--- config.mk ---
export PLATFORM = sky130hd
export DESIGN_NAME = sa_result_drain_flat
export DESIGN_NICKNAME = d
export VERILOG_FILES = /design/src/rtl/sa_result_drain_pkg.sv /design/src/rtl/sa_result_drain_if.sv /design/src/rtl/sa_row_mux.sv /design/src/rtl/sa_result_drain.sv /design/src/flat_wrapper.sv
export SDC_FILE = /design/constraint.sdc
export NUM_CORES = 1
export LEC_CHECK = 0
export ABC_AREA = 0
export ABC_CLOCK_PERIOD_IN_PS = 2800
export BUFFER_PORTS_ARGS = -buffer_cell sky130_fd_sc_hd__buf_4
export CAP_MARGIN = 20
export CORE_MARGIN = 1
export CORE_UTILIZATION = 35
export CTS_CLUSTER_SIZE = 12
export DETAILED_ROUTE_END_ITERATION = 16
export SLEW_MARGIN = 20
export SYNTH_ARGS = -nofsm -noshare
export SYNTH_HDL_FRONTEND = slang
export SYNTH_SLANG_ARGS = --single-unit
--- constraint.sdc ---
create_clock -name clk -period 2.8 [get_ports clk]
set_input_delay 0.56 -clock clk [delete_from_list [all_inputs] [get_ports clk]]
set_output_delay 0.56 -clock clk [all_outputs]
set_load 0.1 [all_outputs]
--- src/rtl/sa_result_drain_pkg.sv ---
// Shared constants, state encoding and element-slice helper for the result drain.
// Also used by the wrappers that flatten result1_*/result2_* into the flat buses.
package sa_result_drain_pkg;

  localparam int unsigned ROWS  = 4;
  localparam int unsigned BEATS = 8;

  typedef enum logic [1:0] {
    StIdle  = 2'd0,
    StDrain = 2'd1,
    StFin   = 2'd2
  } state_e;

  // Bit offset of element k in a flat bus of 2*w-bit elements.
  function automatic int unsigned elem_off(input int unsigned k, input int unsigned w);
    return k * 2 * w;
  endfunction

endpackage

--- src/rtl/sa_result_drain_if.sv ---
// Row-beat stream from the result drain to the writeback/softmax path.
interface sa_result_drain_if #(
  parameter int unsigned width = 8
) ();

  logic                   out_valid;
  logic                   out_ready;
  logic [4*2*width-1:0]   out_data;
  logic                   out_mat;
  logic [1:0]             out_row;
  logic                   out_last;

  modport master (
    output out_valid,
    output out_data,
    output out_mat,
    output out_row,
    output out_last,
    input  out_ready
  );

  modport slave (
    input  out_valid,
    input  out_data,
    input  out_mat,
    input  out_row,
    input  out_last,
    output out_ready
  );

endinterface

--- src/rtl/sa_row_mux.sv ---
// Selects one row of one latched 4x4 result matrix; column 0 lands in the lowest bits.
module sa_row_mux
  import sa_result_drain_pkg::elem_off;
#(
  parameter int unsigned width = 8,
  parameter int unsigned ROWS  = 4
) (
  input  logic [ROWS*ROWS*2*width-1:0] res1_i,
  input  logic [ROWS*ROWS*2*width-1:0] res2_i,
  input  logic                         mat_i,
  input  logic [1:0]                   row_i,
  output logic [ROWS*2*width-1:0]      row_o
);

  localparam int unsigned EW = 2 * width;

  always_comb begin
    row_o = '0;
    for (int unsigned c = 0; c < ROWS; c++) begin
      if (mat_i) begin
        row_o[c*EW +: EW] = res2_i[elem_off(32'(row_i) * ROWS + c, width) +: EW];
      end else begin
        row_o[c*EW +: EW] = res1_i[elem_off(32'(row_i) * ROWS + c, width) +: EW];
      end
    end
  end

endmodule

--- src/rtl/sa_result_drain.sv ---
// Captures both result matrices on a capture pulse and streams them out one row per beat,
// suppressing the stream entirely when the head is pruned.
module sa_result_drain #(
  parameter int unsigned width = 8,
  parameter int unsigned ROWS  = 4
) (
  input  logic                    clk,
  input  logic                    _reset,
  input  logic                    capture,
  input  logic                    prune_head,
  input  logic [16*2*width-1:0]   res1_flat,
  input  logic [16*2*width-1:0]   res2_flat,
  sa_result_drain_if.master       out_if,
  output logic                    busy,
  output logic                    done,
  output logic                    skipped,
  output logic                    overrun
);

  import sa_result_drain_pkg::*;

  state_e                  state_q, state_d;
  logic [2:0]              beat_q, beat_d;
  logic [16*2*width-1:0]   res1_q, res2_q;
  logic                    skipped_q, overrun_q;
  logic [4*2*width-1:0]    row_data;
  logic                    cap_ok;
  logic                    accept;
  logic                    last_beat;

  assign cap_ok    = capture && !prune_head && (state_q == StIdle);
  assign accept    = (state_q == StDrain) && out_if.out_ready;
  assign last_beat = (beat_q == 3'(BEATS - 1));

  // State register
  always_ff @(posedge clk) begin
    if (_reset) begin
      state_q <= StIdle;
    end else begin
      state_q <= state_d;
    end
  end

  // Next-state logic
  always_comb begin
    state_d = state_q;
    case (state_q)
      StIdle:  if (cap_ok) state_d = StDrain;
      StDrain: if (accept && last_beat) state_d = StFin;
      StFin:   state_d = StIdle;
      default: state_d = StIdle;
    endcase
  end

  // Beat index returns to 0 after the final beat so mat/row idle at 0.
  always_comb begin
    beat_d = beat_q;
    if (cap_ok) begin
      beat_d = '0;
    end else if (accept) begin
      beat_d = last_beat ? 3'd0 : beat_q + 3'd1;
    end
  end

  always_ff @(posedge clk) begin
    if (_reset) begin
      beat_q    <= '0;
      res1_q    <= '0;
      res2_q    <= '0;
      skipped_q <= 1'b0;
      overrun_q <= 1'b0;
    end else begin
      beat_q    <= beat_d;
      if (cap_ok) begin
        res1_q <= res1_flat;
        res2_q <= res2_flat;
      end
      skipped_q <= capture && prune_head && (state_q == StIdle);
      overrun_q <= overrun_q || (capture && (state_q != StIdle));
    end
  end

  sa_row_mux #(
    .width (width),
    .ROWS  (ROWS)
  ) u_row_mux (
    .res1_i (res1_q),
    .res2_i (res2_q),
    .mat_i  (beat_q[2]),
    .row_i  (beat_q[1:0]),
    .row_o  (row_data)
  );

  // Output logic
  always_comb begin
    out_if.out_valid = (state_q == StDrain);
    out_if.out_data  = out_if.out_valid ? row_data : '0;
    out_if.out_mat   = beat_q[2];
    out_if.out_row   = beat_q[1:0];
    out_if.out_last  = out_if.out_valid && last_beat;
    busy             = (state_q != StIdle);
    done             = (state_q == StFin);
    skipped          = skipped_q;
    overrun          = overrun_q;
  end

endmodule
--- src/flat_wrapper.sv ---
// flat-port wrapper written by rule: the top's interface ports become plain ports
module sa_result_drain_flat import sa_result_drain_pkg::*;
#(
  parameter int unsigned width = 8,
  parameter int unsigned ROWS  = 4
)
  (clk, _reset, capture, prune_head, res1_flat, res2_flat, busy, done, skipped, overrun, out_if_out_valid, out_if_out_data, out_if_out_mat, out_if_out_row, out_if_out_last, out_if_out_ready);
  sa_result_drain_if #(.width(width)) out_if_i ();
  input  logic clk;
  input  logic _reset;
  input  logic capture;
  input  logic prune_head;
  input  logic [16*2*width-1:0] res1_flat;
  input  logic [16*2*width-1:0] res2_flat;
  output logic busy;
  output logic done;
  output logic skipped;
  output logic overrun;
  output wire logic [$bits(out_if_i.out_valid)-1:0] out_if_out_valid;
  output wire logic [$bits(out_if_i.out_data)-1:0] out_if_out_data;
  output wire logic [$bits(out_if_i.out_mat)-1:0] out_if_out_mat;
  output wire logic [$bits(out_if_i.out_row)-1:0] out_if_out_row;
  output wire logic [$bits(out_if_i.out_last)-1:0] out_if_out_last;
  input wire logic [$bits(out_if_i.out_ready)-1:0] out_if_out_ready;
  assign out_if_out_valid = out_if_i.out_valid;
  assign out_if_out_data = out_if_i.out_data;
  assign out_if_out_mat = out_if_i.out_mat;
  assign out_if_out_row = out_if_i.out_row;
  assign out_if_out_last = out_if_i.out_last;
  assign out_if_i.out_ready = out_if_out_ready;
  sa_result_drain #(.width(width), .ROWS(ROWS)) u_core (.clk(clk), ._reset(_reset), .capture(capture), .prune_head(prune_head), .res1_flat(res1_flat), .res2_flat(res2_flat), .out_if(out_if_i), .busy(busy), .done(done), .skipped(skipped), .overrun(overrun));
endmodule
## Word level (Yosys, flattened, before mapping)

Cells that the tools add are included.

| word-level totals | value |
|---|---|
| register bits after elaboration | 519 |
| latch bits | 0 |
| bits in writable memories | 0 |
| ROM bits | 0 |
| input port bits | 517 |
| output and inout port bits | 73 |
| logic and storage cells | 46 |
| memories kept | 0 |

| operators by class | value |
|---|---|
| $add $sub $neg | 4 |
| multiply operators | 0 |
| divide/modulo/power cells | 0 |
| magnitude comparators | 0 |
| equality and inequality tests | 5 |
| shift operators | 8 |
| mux-type cells | 9 |
| bitwise logic cells | 0 |
| reductions and logical operators | 14 |

Operator list:

| operator | count |
|---|---|
| indexed part select 256 x 10 -> 16 bit | 3 |
| indexed part select 256 x 33 -> 16 bit | 3 |
| indexed part select 256 x 9 -> 16 bit | 2 |
| two-way mux 16 bit | 4 |
| two-way mux 64 bit | 1 |
| adder 4 x 2 -> 5 bit, second input constant | 2 |
| logical AND 1 bit | 8 |
| adder 4 x 1 -> 5 bit, second input constant | 1 |
| two-way mux 2 bit | 2 |
| != test 2 x 1 -> 1 bit, second input constant | 2 |
| case mux 2 bit (2 select lines) | 1 |
| adder 3 x 1 -> 3 bit, second input constant | 1 |
| == test 3 bit, second input constant | 1 |
| two-way mux 3 bit | 1 |
| == test 2 x 1 -> 1 bit, second input constant | 1 |
| == test 2 bit, second input constant | 1 |
| zero test 2 bit | 1 |
| AND reduction 2 bit | 1 |
| nonzero test 2 bit | 1 |
| OR reduction 2 bit | 1 |
| zero test 1 bit | 1 |
| logical OR 1 bit | 1 |

## Longest topological paths before layout

Gate-level depths: netlist of the first run.

| depth | value |
|---|---|
| word-level depth | 5 |
| gate-level depth with buffers | 7 |

## By module

Synthesis of the first run repeated with hierarchy kept, for this count alone.

| second synthesis, totals | value |
|---|---|
| cell total of the unflattened synthesis | 2548 |
| area, all modules | 22397.7 µm² |

Modules (own cells, without submodules):

| module | instances | cells each | area an instance (µm²) | sequential area each (µm²) |
|---|---|---|---|---|
| sa_result_drain | 1 | 2321 | 18565.3 | 10390.0 |
| sa_row_mux | 1 | 227 | 3832.4 | 0.0 |

## Worst setup path before layout of the first run

Ideal clock, no wire load.

| timing | value |
|---|---|
| path type | register to output |
| start point | register u_core.state_q[0] |
| end point | output port out_if_out_last |
| arrival time | 2.765 ns |
| data required time | 2.240 ns |
| slack | -0.525 ns |
| cell stages (with the launch flop) | 4 |
| buffers on the path | 1 |
| cells stage by stage | dfxtp_1 -> buf_6 -> nor2b_1 -> and2_1 |

| on the way | value |
|---|---|
| longest elaborated chain between the ends | 2 |

Ends and longest elaborated chain:

| item | RTL line | text |
|---|---|---|
| start, declared | sa_result_drain.sv:22 | `state_e state_q, state_d;` |
| start signal, assigned | sa_result_drain.sv:38 | `state_q <= StIdle;` |
| start signal, assigned | sa_result_drain.sv:40 | `state_q <= state_d;` |
| == test 2 x 1 -> 1 bit | sa_result_drain.sv:96 | `out_if.out_valid = (state_q == StDrain);` |
| net out_if_out_valid | flat_wrapper.sv:19 | `output wire logic [$bits(out_if_i.out_valid)-1:0] out_if_out_valid;` |
| logical AND 1 bit | sa_result_drain.sv:100 | `out_if.out_last = out_if.out_valid && last_beat;` |
| end, declared | flat_wrapper.sv:23 | `output wire logic [$bits(out_if_i.out_last)-1:0] out_if_out_last;` |

The timed path passes the listed nets, and every way through them passes these cells.

## Final worst setup path of the first run

| timing | value |
|---|---|
| start point | register u_core.beat_q[1] |
| end point | output port out_if_out_data[43] |

| on the way | value |
|---|---|
| longest elaborated chain between the ends | 4 |
| elaborated cells on any way between the ends | 5 |

Ends and longest elaborated chain:

| item | RTL line | text |
|---|---|---|
| start, declared | sa_result_drain.sv:23 | `logic [2:0] beat_q, beat_d;` |
| start signal, assigned | sa_result_drain.sv:73 | `beat_q <= beat_d;` |
| adder 4 x 2 -> 5 bit (*) | sa_row_mux.sv:21, sa_row_mux.sv:23 |  |
| indexed part select 256 x 10 -> 16 bit or indexed part select 256 x 33 -> 16 bit (tied branches) | sa_row_mux.sv:23, sa_row_mux.sv:21 |  |
| two-way mux 16 bit (*) | sa_row_mux.sv:20 | `if (mat_i) begin` |
| two-way mux 64 bit (*) | sa_result_drain.sv:97 | `out_if.out_data = out_if.out_valid ? row_data : '0;` |
| end, declared | flat_wrapper.sv:20 | `output wire logic [$bits(out_if_i.out_data)-1:0] out_if_out_data;` |

Mark *: on every way between the ends. The rest lies on a longest branch, timed or not.

==> flow_summary.toml, run 1 <==
[power_and_ir_drop]
p_per_area_nw_per_um2 = 554
swShare = 0.259
combPwrFrac = 0.135
totalPowerFinal_mw = 17.9
ir_drop_mv = 0.467
p_int_mw = 13.3
pwr-share-seq = 0.444
p_leak_nw = 11.7
clkPwrFrac = 0.421
p_switching_mw = 4.65

[timing]
clock_skew_ns = 0.0233
finalHoldViolations = 0
worst_slew_pin_slew_ns = 0.708
report.final.slew_viol_count = 0
setup_slack_ns = -0.181
rsz0062_at_grt = "true"
setup_viol = 64
fin_crit_ns = 2.98
fin_crit_sh = 1.06
slew_headroom = 0.528
fmax_ghz = 0.336

[global_routing]
antenna_found_initial = 13
use_met2 = 0.442
grt_pass1_vias = 20800
grt_start_max_net_pins = 147
grt_usage = 0.262
use_met1 = 0.340
grt_pass1_wl_mm = 127
gr-max-usage-layer = "met2"
use_met3 = 0.0481
gr-total-overflow = 0

[clocking]
clock_latency_ns = 0.61
cts_num_sinks = 519
clkTransAtPathRegs_ns = 0.06
cts_buffers = 57
cts_max_level = 2
cts_tree = "yes"
cts_root_buf = "clkbuf_16"
clock_path_buffers = 3

[routing]
drc = 0
drtPass1Iterations = 7
avgViaCountPerCell = 5.12
vias = 21500
drt_wl_total_mm = 89.4
drtAntennaViolNets = 0
wl_per_cell_um = 21.3
drt_iter0_drc = 1847

[critical_path]
cp.required_ns = 2.24
critPathMaxFanout = 6
timing_worst_setup_path_type = "register to primary output"
cp-start-kind = "register"
worstPathArrival_ns = 2.42
cp-end-kind = "primary output"

[synth]
synthCells = 2761
yosys.area.top_type_share = 0.467
synthTopCellsByArea = "dfxtp_1 47%, nand2_1 17%, a21oi_1 12%"
syn_nets = 3280
synth-seq-cells = 519
yosysTopAreaCell = "dfxtp_1"
yosysWarningCount = 0
avgSynthCellArea_um2 = 8.06
ys_seq_area_frac = 0.467
syn_area_um2 = 22200
synth.distinct_cells = 27

[worst_hold_path]
holdCritPathClass = "primary input to register"

[placed_design]
dp.cells = 4040
routabilityCongestion = 0.880
place.port_buffers = 589
place_hpwl_mm = 59.3

[die]
start_util = 0.353
dieArea_um2 = 64600
die_w_um = 254
rows = 92
core_area_um2 = 63000
fp.dieH_um = 254
io_pins = 590

[layout]
stdcell_count = 4203
final_common_cell = "nand2_1"
layout-drive-gt1-share = 0.314
mostFrequentLayoutCells = "1,027 x nand2_1, 563 x buf_4, 514 x a21oi_1, 514 x dfxtp_1, 189 x mux2i_1"
syn_to_final_growth_pct = 45.5
nNetsFinal = 3821

[run_status]
violations = "negative setup slack"
status = "finished with violations"

[flow_run]
drv_cap = 0
## path summary, 6_finish.rpt
path | depth (start not counted) | slack [ns] | to | start
worst max-delay path | 5 | -0.18 | out_if_out_data[43] | u_core.beat_q[1]
worst max register to register | 6 | 0.58 | u_core.res1_q[100] | u_core.state_q[1]
worst min register to register | 2 | 0.45 | u_core.res1_q[13] | u_core.res1_q[13]
worst min-delay path | 3 | 0.18 | u_core.res2_q[147] | res2_flat[147]
## per-layer routing
| layer | vias to the layer above | share of wire |
|---|---|---|
| met1 | 10300 | 0.42 |
| met4 | 2 | 0.026 |
| met2 | 754 | 0.49 |
| li1 | 10400 | - |
| met5 | - | 0.000034 |
| met3 | 140 | 0.072 |
## cell usage after synthesis (all sizes together)
cell	number
or4b	2
nor4bb	1
or2	65
nor4b	1
nand4b	1
a211oi	2
and2	1
ha	2
a21oi	514
o22ai	128
buf	159
nand2	1027
nor2b	2
dfxtp	519
nor3	1
nand3b	1
nand4bb	2
clkbuf	71
or3b	1
and3b	1
nor2	2
or3	1
mux2i	257
## critical path, stage by stage (launching register included)
cell	delay, ns
dfxtp_4	0.36
buf_12	0.13
or4b_4	0.67
o22ai_4	0.28
or2_4	0.19
buf_12	0.16
## state kept, by name (all words and copies together) (netlist names)
signal          flops
u_core.overrun      1
u_core.skipped      1
u_core.state_q      2
u_core.beat_q       3
u_core.res2_q     256
u_core.res1_q     256
## layout make-up
type / count / area [µm²]
Tap cell: 846 / 1060
Clock buffer: 86 / 1690
Multi-Input combinational cell: 2015 / 11900
Antenna cell: 13 / 32.5
Timing Repair Buffer: 709 / 7140
Clock inverter: 15 / 161
Sequential cell: 519 / 10400
Fill cell: 5943 / 30600
## cell families (layout without fill, tap and decap cells)
logic type | Yosys count | after routing | share of synthesized area
other cells | 0 | 13 | 0
simple gates | 1109 | 1112 | 0.198
flops | 519 | 519 | 0.467
fa+ha+maj | 2 | 2 | 0.00112
buf+inv | 230 | 810 | 0.0661
mux | 257 | 257 | 0.116
compound gates | 644 | 644 | 0.152
## power by group through the flow
stage               combinational (mW)  clock (mW)  sequential, mW
finish                            2.41        7.55            7.96
global route                      2.59        7.95            7.99
CTS                               2.35        7.66            7.94
detailed placement                2.11           0            8.08
global placement                  2.10           0            8.08
floorplan                         1.20           0            8.03
## what timing repair did
action,CTS,global route
pin swaps,67,44
hold buffers,0,0
gates resized for setup,446,86
gates cloned,18,3
buffers inserted,24,6
endpoints found under the setup margin,64,65
## stage by stage
| step | setup TNS (ns) | area [µm²] | utilization | hold WS [ns] | worst slack, ns |
|---|---|---|---|---|---|
| floorplan | 0 | 22300 | - | 0.436 | 0.0486 |
| global placement | 0 | 27300 | 0.433 | 0.441 | 0.213 |
| detailed placement | 0 | 27300 | 0.433 | 0.446 | 0.158 |
| CTS | -9.10 | 31800 | 0.505 | 0.160 | -0.184 |
| global route | -10.26 | 32400 | 0.514 | 0.170 | -0.209 |
| finish | -7.78 | 32400 | 0.514 | 0.184 | -0.181 |
No activity file was read; power rests on OpenSTA's default activity.
==> inputs of run 2 (changes only) <==
--- a/config.mk
+++ b/config.mk
@@ -16,4 +16,5 @@
 export SLEW_MARGIN = 20
 export SYNTH_ARGS = -nofsm -noshare
 export SYNTH_HDL_FRONTEND = slang
+export SYNTH_HIERARCHICAL = 1
 export SYNTH_SLANG_ARGS = --single-unit
==> run 2 against run 1 <==
The run still ends with negative setup slack left. Power shrank 3.0%. Cell area decreased by 6.4%. Critical path depth up 1. Non-clock buffer count shrank 47. Die area up 0.68%. Global-route usage down 4.0 points. Clock skew decreased by 0.00065 ns. Highest routed layer unchanged.
==> flow_summary.toml, run 2 <==
[timing]
clock_skew_ns = 0.0226
tns_ns = -14.33
whs_ns = 0.217
report.final.slew_viol_count = 0
rsz0062_at_grt = "true"
fmax_ghz = 0.323
fin_crit_sh = 1.11
worst_slew_pin_slew_ns = 0.838
setup_slack_ns = -0.301
fin_crit_ns = 3.10
setup_viol = 64
slew_headroom = 0.441
finalHoldViolations = 0

[synth]
synth-compound-area-share = 0.115
synthCells = 2548
synth.mux.area_fraction = 0.162
synth_top_family_by_area = "simple AND/OR/NAND/NOR gates"
synthTopCellsByArea = "dfxtp_1 46%, nand2_1 17%, mux4_2 13%"
yosysTopAreaCell = "dfxtp_1"
yosysWarningCount = 6
syn_nets = 3067
synth_xor_area_frac = 0
synth.distinct_cells = 24
synth-seq-cells = 519
syn_area_um2 = 22400
async_flop_share = 0
synth_ff_type = "dfxtp_1"
yosys.area.top_type_share = 0.464
synth-adder-area-share = 0.00112
synth_enable_flop_cells = 0
ys_top_cells_by_count = "1,026 x nand2_1, 519 x dfxtp_1, 514 x a21oi_1"
avgSynthCellArea_um2 = 8.79
ys_seq_area_frac = 0.464
synth.most_common_cell = "nand2_1"
synthSimpleGateAreaFrac = 0.194

[routing]
wl_met1_mm = 29.3
wl_met3_mm = 5.63
avgViaCountPerCell = 5.13
wl_per_cell_um = 19.1
drtAntennaViolNets = 0
drtPass1Iterations = 6
top_layer = "met5"
vias = 20200
drt_wl_total_mm = 75.4
wl_met2_mm = 37.1
drc = 0
drt_iter0_drc = 1385

[critical_path]
cpPeakStageDelay_ns = 0.56
cpMostUsedCell = "buf_6"
cp-start-kind = "register"
critPathMaxFanout = 10
cp_cell_sequence = "buf_16, buf_6, mux4_2, mux2_2, and2_2, buf_6"
cp-end-kind = "primary output"
worstPathArrival_ns = 2.54
path_delay_family = "multiplexers"
path_buf_inv = 3
cp.required_ns = 2.24
cpMaxStageDelayCell = "mux4_2"
timing_worst_setup_path_type = "register to primary output"

[die]
io_pins = 590
core_area_um2 = 63200
dieArea_um2 = 65000
rows = 92
start_util = 0.354
fp.dieH_um = 255
die_w_um = 255

[placed_design]
routabilityCongestion = 0.893
place.port_buffers = 589
place_hpwl_mm = 54.0

[clocking]
clock_path_buffers = 3
clkTransAtPathRegs_ns = 0.06
cts_max_level = 2
clock_latency_ns = 0.59
cts_tree = "yes"
cts_buffers = 56
cts_root_buf = "clkbuf_16"
cts_num_sinks = 519
ctsHoldBuffers = 0

[layout]
nNetsFinal = 3573
final_util = 0.480
mostFrequentLayoutCells = "1,026 x nand2_1, 551 x buf_4, 516 x dfxtp_1"
reg_top3 = "u_core/res1_q x256, u_core/res2_q x256, u_core/beat_q x3"
layout-drive-gt1-share = 0.327
syn_to_final_growth_pct = 35.4
n_fill_cell = 5979
final_common_cell = "nand2_1"

[global_routing]
grt_pass1_wl_mm = 111
grt_usage = 0.222
antenna_found_initial = 9
grt_pass1_vias = 20100
grt_start_max_net_pins = 179
gr-total-overflow = 0

[flow_run]
drv_cap = 0

[run_status]
status = "finished with violations"
violations = "negative setup slack"

[worst_hold_path]
holdCritPathClass = "primary input to register"

[power_and_ir_drop]
ir_drop_mv = 0.457
p_per_area_nw_per_um2 = 573
p_leak_nw = 11.7
==> run 2: power by group <==
group	switching (mW)	internal, mW
Combinational	1.06	0.986
Clock	2.98	4.41
Sequential	0.212	7.73
==> run 2: final timing paths <==
check	slack, ns	end	cells past startpoint	startpoint
max	-0.30	out_if_out_data[18]	6	u_core/beat_q[2]
min	0.22	u_core/res2_q[31]	3	res2_flat[31]
max reg2reg	0.76	u_core/res1_q[57]	5	u_core/state_q[1]
min reg2reg	0.45	u_core/res1_q[191]	2	u_core/res1_q[191]
==> run 2: metrics by stage <==
stage	cells	setup WS, ns	total power [mW]	area (µm²)
floorplan	2548	0.0130	9.15	22500
global placement	3828	0.190	10.1	27400
detailed placement	3828	0.164	10.1	27400
CTS	3942	-0.385	17.5	30100
global route	3942	-0.377	18.1	30300
finish	3942	-0.301	17.4	30300
==> run 2: kinds of logic after synthesis <==
kind of cell / Yosys count
AND/OR/NAND/NOR: 1104
flip-flops: 519
AO/OA/AOI/OAI: 515
buffers and inverters: 214
multiplexers: 194
adder cells (fa/ha/maj): 2
==> run 2: area by class of cell <==
type	count	area [µm²]	share of cell area
Multi-Input combinational cell	1815	10800	0.357
Clock inverter	13	146	0.00483
Antenna cell	1	2.50	0.0000825
Tap cell	846	1060	0.0349
Timing Repair Buffer	662	6200	0.204
Sequential cell	519	10400	0.343
Clock buffer	86	1700	0.0559
==> run 2: worst min-delay path: stages <==
cell,delay (ns)
buf_4,0.11
nand2_1,0.04
a21oi_1,0.05
==> run 2: metal layers <==
layer | up-vias | global-route usage
li1 | 9528 | -
met4 | 16 | 0.101
met3 | 186 | 0.0484
met1 | 9685 | 0.270
met2 | 797 | 0.377
met5 | - | 0
==> run 2: repair_timing <==
item,CTS,global route
endpoints found under the setup margin,65,65
gates cloned,4,0
setup buffers,11,1
gates resized for setup,191,63
==> inputs of run 3 (changes only) <==
--- a/config.mk
+++ b/config.mk
@@ -18,3 +18,4 @@
 export SYNTH_HDL_FRONTEND = slang
 export SYNTH_HIERARCHICAL = 1
 export SYNTH_SLANG_ARGS = --single-unit
+export TNS_END_PERCENT = 10
==> run 3 against run 2 <==
The flow still finishes with violations (negative setup slack). Final cell count is 0.10% lower. Fmax rose by 0.50%. Count of clock-buffer cells in the layout unchanged. Clock power barely moved. Sequential cell count unchanged. Clock skew fell by 0.00079 ns. Cell area decreased by 0.81%. Largest cell class unchanged.
==> flow_summary.toml, run 3 (synthesis gave the netlist of run 2 again) <==
[run_status]
status = "finished with violations"
violations = "negative setup slack"

[power_and_ir_drop]
ir_drop_mv = 0.455
p_int_mw = 13.1
totalPowerFinal_mw = 17.4
p_leak_nw = 11.7
clkPwrFrac = 0.426
p_switching_mw = 4.26
swShare = 0.245
p_per_area_nw_per_um2 = 578
pwr-share-seq = 0.458
combPwrFrac = 0.117

[layout]
nNetsFinal = 3570
final_util = 0.476
multiInputGateArea_um2 = 10800
reg_top3 = "u_core/res1_q x256, u_core/res2_q x256, u_core/beat_q x3"
stdcell_count = 3938
mostFrequentLayoutCells = "1,026 x nand2_1, 550 x buf_4, 516 x dfxtp_1"
n_fill_cell = 6002
final_common_cell = "nand2_1"
layout-drive-gt1-share = 0.326
seq_area_um2 = 10400
syn_to_final_growth_pct = 34.3
diodes = 0

[timing]
finalHoldViolations = 0
slew_headroom = 0.453
fmax_ghz = 0.324
clock_skew_ns = 0.0218
setup_slack_ns = -0.285
worst_slew_pin_slew_ns = 0.821
fin_crit_sh = 1.10
fin_crit_ns = 3.09
report.final.slew_viol_count = 0
tns_ns = -14.70
rsz0062_at_grt = "true"
setup_viol = 64

[die]
die_w_um = 255
rows = 92
fp.dieH_um = 255
core_area_um2 = 63200
io_pins = 590
start_util = 0.354
dieArea_um2 = 65000

[critical_path]
cp-end-kind = "primary output"
cp.required_ns = 2.24
cp-start-kind = "register"
critPathMaxFanout = 10
timing_worst_setup_path_type = "register to primary output"
worstPathArrival_ns = 2.53

[global_routing]
grt_pass1_vias = 20000
grt_start_max_net_pins = 179
antenna_found_initial = 8
gr-total-overflow = 0
grt_pass1_wl_mm = 111
grt_usage = 0.222

[placed_design]
routabilityCongestion = 0.893
place.port_buffers = 589
dp.cells = 3828
dpl_worst_slack_ns = 0.164
place_hpwl_mm = 54.0

[clocking]
cts_tree = "yes"
ctsHoldBuffers = 0
cts_buffers = 56
cts_max_level = 2
clock_latency_ns = 0.59
clock_path_buffers = 3
clkTransAtPathRegs_ns = 0.06
cts_root_buf = "clkbuf_16"
cts_num_sinks = 519

[worst_hold_path]
holdCritPathClass = "primary input to register"

[routing]
avgViaCountPerCell = 5.09
drc = 0
vias = 20000
wl_per_cell_um = 19.0
drtAntennaViolNets = 0
drt_wl_total_mm = 75.0
drt_iter0_drc = 1487
drtPass1Iterations = 5

[flow_run]
drv_cap = 0
-- run 3: changes by cell type in the layout (fill, tap and decap cells not counted) --
cell / before / now
mux2_2: 38 / 44
buf_12: 76 / 59
buf_6: 20 / 37
diode_2: 1 / 0
mux2_4: 26 / 20
buf_4: 551 / 550
and2_4: 32 / 25
buf_16: 7 / 5
and2_2: 32 / 39
-- run 3: power groups by stage --
stage	Clock (mW)	Combinational (mW)	Sequential (mW)
after detailed placement	0	1.98	8.11
after CTS	7.57	2.02	7.95
after floorplan	0	1.13	8.02
after global placement	0	1.96	8.09
after global routing	7.90	2.19	7.98
final	7.40	2.03	7.95
-- run 3: final cells by class --
class,instances,share of cell area
clock buffer,86,0.0564
clock inverter,13,0.00487
multi-input combinational,1815,0.359
sequential,519,0.346
tap,846,0.0352
timing repair buffer,659,0.199
-- run 3: path summary, 6_finish.rpt --
check                           cells after the start  slack (ns)                  end          startpoint
worst max register to register                      5        0.72    u_core/res2_q[73]   u_core/state_q[1]
worst min register to register                      2        0.45   u_core/res1_q[191]  u_core/res1_q[191]
worst min-delay path                                3        0.21   u_core/res2_q[244]      res2_flat[244]
worst max-delay path                                6       -0.29  out_if_out_data[18]    u_core/beat_q[2]
-- run 3: timing repair --
item                                    4_1_cts  5_1_grt
cloned                                        3        0
endpoints found under the setup margin       65       65
buffers inserted                              8        1
gates resized for setup                     153       51
-- run 3: stage by stage --
| step | hold WS [ns] | area (µm²) |
|---|---|---|
| floorplan | 0.433 | 22500 |
| CTS | 0.162 | 29900 |
| global route | 0.188 | 30100 |
| global placement | 0.439 | 27400 |
| finish | 0.213 | 30100 |
| detailed placement | 0.444 | 27400 |
-- run 3: metal layers --
layer / global-route usage / share of wire / wire, µm
met5: 0 / 0.0014 / 103
met4: 0.0962 / 0.039 / 2960
met1: 0.268 / 0.39 / 29600
met3: 0.0486 / 0.069 / 5190
met2: 0.377 / 0.50 / 37100
-- run 3: worst max-delay path, cell delays in order (launching register included) --
cell and delay, ns:
dfxtp_4 0.39, buf_16 0.18, buf_6 0.16, mux4_2 0.55, mux2_2 0.30, and2_2 0.17, buf_6 0.18
